$ cat config.mk
export PLATFORM = sky130hd
export DESIGN_NAME = serial_subtractor
export DESIGN_NICKNAME = d
export VERILOG_FILES = /design/src/rtl/serial_sub_pkg.sv /design/src/rtl/serial_subtractor_fs.sv /design/src/rtl/serial_subtractor.sv
export SDC_FILE = /design/constraint.sdc
export NUM_CORES = 1
export LEC_CHECK = 0
export CAP_MARGIN = 25
export CORE_ASPECT_RATIO = 0.7
export CORE_MARGIN = 5
export CORE_UTILIZATION = 49
export CTS_BUF_LIST = sky130_fd_sc_hd__clkbuf_8 sky130_fd_sc_hd__clkbuf_16
export CTS_CLUSTER_DIAMETER = 40
export DETAILED_ROUTE_END_ITERATION = 10
export GPL_TIMING_DRIVEN = 0
export PLACE_DENSITY_LB_ADDON = 0.1
export SLEW_MARGIN = 40
export SYNTH_ARGS = -nofsm -noshare
export SYNTH_HDL_FRONTEND = slang
export SYNTH_SLANG_ARGS = --single-unit
$ cat constraint.sdc
create_clock -name clk -period 1.4 [get_ports clk]
set_input_delay 0.28 -clock clk [delete_from_list [all_inputs] [get_ports clk]]
set_output_delay 0.28 -clock clk [all_outputs]
set_load 0.05 [all_outputs]
$ cat src/rtl/serial_sub_pkg.sv
// Shared types and sizing helpers for the bit-serial subtractor.
package serial_sub_pkg;

  typedef enum logic [1:0] {
    IDLE  = 2'd0,
    SHIFT = 2'd1,
    DONE  = 2'd2
  } state_t;

  localparam int unsigned WIDTH_DEFAULT = 4;
  localparam int unsigned CNT_W         = $clog2(WIDTH_DEFAULT);

  // Bit counter width for an arbitrary operand width (never below 1).
  function automatic int unsigned cnt_width(input int unsigned w);
    return (w > 2) ? $clog2(w) : 1;
  endfunction

endpackage

$ cat src/rtl/serial_subtractor_fs.sv
// Combinational one-bit full subtractor cell: d = a - b - br, bo = borrow out.
module full_subtractor (
  input  logic a,
  input  logic b,
  input  logic br,
  output logic d,
  output logic bo
);

  assign d  = a ^ b ^ br;
  assign bo = (~a & b) | (~(a ^ b) & br);

endmodule

$ cat src/rtl/serial_subtractor.sv
// Bit-serial WIDTH-bit subtractor, diff = x - y - bin, LSB first, start/busy/done handshake.
// Define SERIAL_SUB_OVF_EN to add the signed-overflow output ovf.
module serial_subtractor
  import serial_sub_pkg::*;
#(
  parameter int unsigned WIDTH = WIDTH_DEFAULT
) (
  input  logic             clk,
  input  logic             rst_n,
  input  logic             start,
  input  logic [WIDTH-1:0] x,
  input  logic [WIDTH-1:0] y,
  input  logic             bin,
  output logic [WIDTH-1:0] diff,
  output logic             bout,
  output logic             busy,
  output logic             done
`ifdef SERIAL_SUB_OVF_EN
  ,
  output logic             ovf
`endif
);

  localparam int unsigned CW = cnt_width(WIDTH);

  state_t           state;
  logic [WIDTH-1:0] xs;
  logic [WIDTH-1:0] ys;
  logic             br;
  logic [CW-1:0]    cnt;
  logic             d;
  logic             bo;
  logic             last;

  full_subtractor u_fs (
    .a  (xs[0]),
    .b  (ys[0]),
    .br (br),
    .d  (d),
    .bo (bo)
  );

  assign last = (cnt == CW'(WIDTH - 1));

  // Result bits enter xs from the MSB as minuend bits leave from the LSB,
  // so xs doubles as the diff shift register; on the last bit xs[0] is x's MSB.
  always_ff @(posedge clk or negedge rst_n) begin
    if (!rst_n) begin
      state <= IDLE;
      xs    <= '0;
      ys    <= '0;
      br    <= 1'b0;
      cnt   <= '0;
      diff  <= '0;
      bout  <= 1'b0;
      busy  <= 1'b0;
      done  <= 1'b0;
`ifdef SERIAL_SUB_OVF_EN
      ovf   <= 1'b0;
`endif
    end else begin
      done <= 1'b0;
      case (state)
        IDLE: begin
          if (start) begin
            xs    <= x;
            ys    <= y;
            br    <= bin;
            cnt   <= '0;
            busy  <= 1'b1;
            state <= SHIFT;
          end
        end
        SHIFT: begin
          xs  <= {d, xs[WIDTH-1:1]};
          ys  <= ys >> 1;
          br  <= bo;
          cnt <= cnt + 1'b1;
          if (last) begin
            diff  <= {d, xs[WIDTH-1:1]};
            bout  <= bo;
`ifdef SERIAL_SUB_OVF_EN
            ovf   <= (xs[0] != ys[0]) && (d != xs[0]);
`endif
            state <= DONE;
          end
        end
        DONE: begin
          done  <= 1'b1;
          busy  <= 1'b0;
          state <= IDLE;
        end
        default: state <= IDLE;
      endcase
    end
  end

endmodule

---- After elaboration in Yosys (flattened, before gate mapping) ----
Index checks and enable logic that the tools add are counted.
word-level totals
  bits of input ports ..................... 12
  memory bits (read-only) ................. 0
  memories ................................ 0
  output and inout bits ................... 7
  bits in latches ......................... 0
  bits in writable memories ............... 0
  logic and storage cells ................. 43
  register bits ........................... 20
operators by class
  eq/ne operators ......................... 5
  $lt $le $gt $ge ......................... 0
  divide/modulo/power cells ............... 0
  muxes and demuxes ....................... 14
  reductions and logical operators ........ 7
  multipliers ............................. 0
  shifts and indexed selects .............. 0
  bitwise operators ....................... 7
  add/sub/neg operators ................... 1
operator list
  operator             count
  $pmux 4 s2           2
  $mux 4               2
  $pmux 2 s2           2
  $reduce_and 2->1     4
  $mux 2               3
  $eq 2x2->1 const B   2
  $ne 2x2->1 const B   2
  $pmux 1 s2           2
  $reduce_bool 2->1    2
  $mux 1               3
  $add 2x1->2 const B  1
  $and 1x1->1          2
  $eq 2x1->1 const B   1
  $logic_not 2->1      1
  $not 1->1            2
  $xor 1x1->1          2
  $or 1x1->1           1

---- Logic depth before layout (Yosys ltp) ----
  word-level depth ........................ 5
  gate-level depth with buffers ........... 4
  gate-level depth less buffers ........... 3

---- By module ----
From an unflattened synthesis, not the netlist that was laid out.
second synthesis, totals
  cells, all modules ...................... 72
  area, all modules ....................... 924.6 um^2
by module, submodules not included
  module             area an instance (um^2)  seq. area each (um^2)  times used  cells an instance
  serial_subtractor  893.4                    500.5                  1           68
  full_subtractor    31.3                     0.0                    1           4

---- Least setup slack after synthesis ----
OpenSTA, ideal clock, no wires.
  path type ............................... register to register
  from .................................... register cnt[0]
  to ...................................... register diff[0]
  stages on the path, launching flop included .. 4
  slack ................................... 156 ps
  clock period less this slack ............ 1,244 ps
  required time ........................... 1,275 ps
  data arrival time ....................... 1,119 ps
  cells stage by stage .................... dfrtp_1 > ha_1 > nand3b_1 > mux2_2
on the way
  cells in the longest elaborated chain, start to end .. 2
RTL lines
  element                     line                     text
  start: declaration          serial_subtractor.sv:30  logic [CW-1:0] cnt;
  start signal: assignment    serial_subtractor.sv:78  cnt <= cnt + 1'b1;
  $eq 2x2->1                  serial_subtractor.sv:43  assign last = (cnt == CW'(WIDTH - 1));
  $reduce_and 2->1 (no line)  -
  end signal: assignment      serial_subtractor.sv:80  diff <= {d, xs[WIDTH-1:1]};
  end: declaration            serial_subtractor.sv:14  output logic [WIDTH-1:0] diff,
Every way passes these cells.
A chain may end at the register's enable or synchronous reset.

---- Worst setup path in the final report ----
  from .................................... input port start
  to ...................................... register xs[3]
on the way
  cells in the longest elaborated chain, start to end .. 2
RTL lines
  element                     line                     text
  start: declaration          serial_subtractor.sv:10  input logic start,
  $ne 2x2->1 (no line)        -
  $reduce_and 2->1 (no line)  -
  end signal: assignment      serial_subtractor.sv:75  xs <= {d, xs[WIDTH-1:1]};
  end: declaration            serial_subtractor.sv:27  logic [WIDTH-1:0] xs;
Every way passes these cells.

==> impl_metrics.tcl <==
set metrics [dict create \
    run_status "completed" \
    synth_nets 84 \
    placed_area_um2 1131 \
    avgSynthCellArea_um2 13.26 \
    layout_min_cycle_time_ns 1.371 \
    worst_pin_slew_ns 0.4792 \
    synth_most_common_cell "dfrtp_1" \
    power.total_mw 2.930 \
    fin_util 0.6566 \
    synth_warnings 0 \
    initial_utilization 0.5096 \
    setup_ws_ns 0.02876 \
    grt_first_pass_wirelength_um 3091 \
    ys_seq_area_frac 0.5391 \
    min_path_type "in2async" \
    yosys.area.top_type_share 0.5391 \
    yosys_most_used_dff "dfrtp_1" \
    slew_violations 0 \
    finalSetupViolCount 0 \
    grt_pass1_vias 650 \
    grt_overflow 0 \
    grt-busiest-layer "met2" \
    criticalPathCategory "in2reg" \
    viasPerCell 5.543 \
    critPathCaptureType "register" \
    yosys-top-cells-area "dfrtp_1, mux2_2, o221a_2" \
    grt_max_degree 21 \
    slew_headroom 0.6818 \
    place.gp.congestion 0.7369 \
    use_met3 0.05882 \
    skew_ns 0.006766 \
    top_level_ports 19 \
    diodes 0 \
    synth_edf_count 0 \
    core_area_um2 1822 \
    h-tree-depth 1 \
    worstSkewPairLatency_ns 0.26 \
    fin_crit_sh 0.9795 \
    leakage_nw 0.5426 \
    wl_per_cell_um 16.15 \
    use_met1 0.2003 \
    placed_cells_incl_taps 110 \
    max_cap_violations 0 \
    cp.arrival_ns 1.53 \
    drtPass1Iterations 4 \
    final_nets 109 \
    synth_common_cells "dfrtp_1, inv_1" \
    final_antenna_net_count 0 \
    route.detailed.drc 0 \
    drt_iter0_drc 23 \
    design_area_um2 1196 \
    cts.reportedPaths.clkPinSlew_ns 0.08 \
    finalWirelength_um 1873 \
    vdd_drop_max_mv 1.383 \
    groute.usage.overall 0.1547 \
    synth.cell_area_um2 928.4 \
    fmax_mhz 729.3 \
    crit_required_ns 1.56 \
    cts_tree "done" \
    rsz0062_at_grt "false" \
    critPathMaxFanout 10 \
    cts_sinks 20 \
    hpwl_um 1373 \
    met2_usage 0.2376 \
    layout-drive-gt1-share 0.2872 \
    antenna_found_initial 0 \
    place_ws_ns -0.2524 \
    cts_buffer_depth 2 \
    start_kind "primary input" \
    cts_root_buf "clkbuf_8" \
    vias 643 \
    cts-buffers-inserted 3 \
    synth_top_area_cell "dfrtp_1" \
    die_area_um2 2879 \
    area_growth_pct 28.84 \
    die_h_um 46.42 \
    ys_ff_latch 20 \
    hold_viol_final 0 \
    row_count 13 \
    syn_inst 70 \
    pwr_density_cell_nw_per_um2 2450 \
    async_reset_ff_frac 1.000 \
    die_x_um 62.03 \
    fin_cells 116 \
    ys_types 24 \
    portBuffers 18 \
]
[report_power, final]
part           switching, mW  internal (mW)  total, mW  leakage [nW]
clock network          0.193          0.382      0.575        0.0357
registers              0.144          0.846      0.990         0.233
logic                  0.788          0.578       1.37         0.274
total                   1.12           1.81       2.93         0.543
[final cells by class]
cell class | instances | area (µm²)
inverters | 8 | 30.03
plain buffers | 4 | 35.03
repair buffers | 20 | 168.9
flip-flops and latches | 20 | 500.5
clock inverters | 1 | 30.03
well taps | 22 | 27.53
fillers | 148 | 625.6
clock buffers | 3 | 41.29
multi-input cells | 38 | 362.8
[placed cells by master (no fill, tap or decap), drive strengths merged]
master	instances
dfrtp	20
clkdlybuf4s50	10
inv	8
clkbuf	8
buf	6
nor4b	4
a221oi	4
mux2	4
or4b	4
o221a	4
nand2b	3
a21oi	2
mux2i	2
nor2b	2
clkdlybuf4s15	2
o21bai	1
a22o	1
nand3b	1
o21ba	1
nand2	1
nand4bb	1
o311ai	1
fa	1
ha	1
bufinv	1
dlygate4sd3	1
[critical path, cell delays in order]
cell and delay, ns:
clkdlybuf4s50_1 0.52, buf_6 0.15, or4b_1 0.44, o221a_2 0.13
[what timing repair did]
| item | in CTS | in global routing |
|---|---|---|
| hold buffers | 1 | 0 |
| endpoints found under the hold margin | 20 | 0 |
| setup endpoints to repair | 7 | 10 |
| pin swaps | 0 | 1 |
| setup buffers | 0 | 1 |
| gates resized for setup | 14 | 6 |
| cloned | 0 | 0 |
[logic make-up after synthesis]
group / count (synthesis) / synth area share
muxes: 6 / 0.07008
and+or+nand+nor: 16 / 0.1469
AOI/OAI and AO/OA: 14 / 0.1388
DFF: 20 / 0.5391
buffers and inverters: 12 / 0.07008
adders and majority gates: 2 / 0.03504
[per-layer routing]
metal,vias up,part of all wire
met5,-,0
met4,0,0.010
met3,4,0.053
met2,10,0.49
met1,323,0.45
li1,306,-
[state kept, by name, indices dropped and copies added, names as in the netlist]
name and cells:
diff 4, bout 1, cnt 2, state 2, xs 4, done 1
br 1, busy 1, ys 4
[stage by stage]
| stage | hold WS [ns] | TNS, ns |
|---|---|---|
| 6_report | 0.4962 | 0 |
| 5_1_grt | 0.5262 | 0 |
| 4_1_cts | 0.5107 | 0 |
| 3_5_place_dp | 0.2497 | -0.7915 |
| 3_3_place_gp | 0.4782 | -0.7330 |
| 2_1_floorplan | -0.01559 | 0 |
[final timing paths]
path                        start       end  slack (ns)  cells after the start
setup / recovery            start     xs[3]        0.03                      4
hold reg to reg            cnt[1]    cnt[1]        0.50                      1
min in group clk           cnt[1]    cnt[1]        0.50                      1
max in group asynchronous   rst_n  state[0]        0.59                      2
hold / removal              rst_n     xs[2]        0.50                      2
setup reg to reg            ys[0]     xs[3]        0.08                      3
Note: power is estimated with default switching activity, not from simulation.
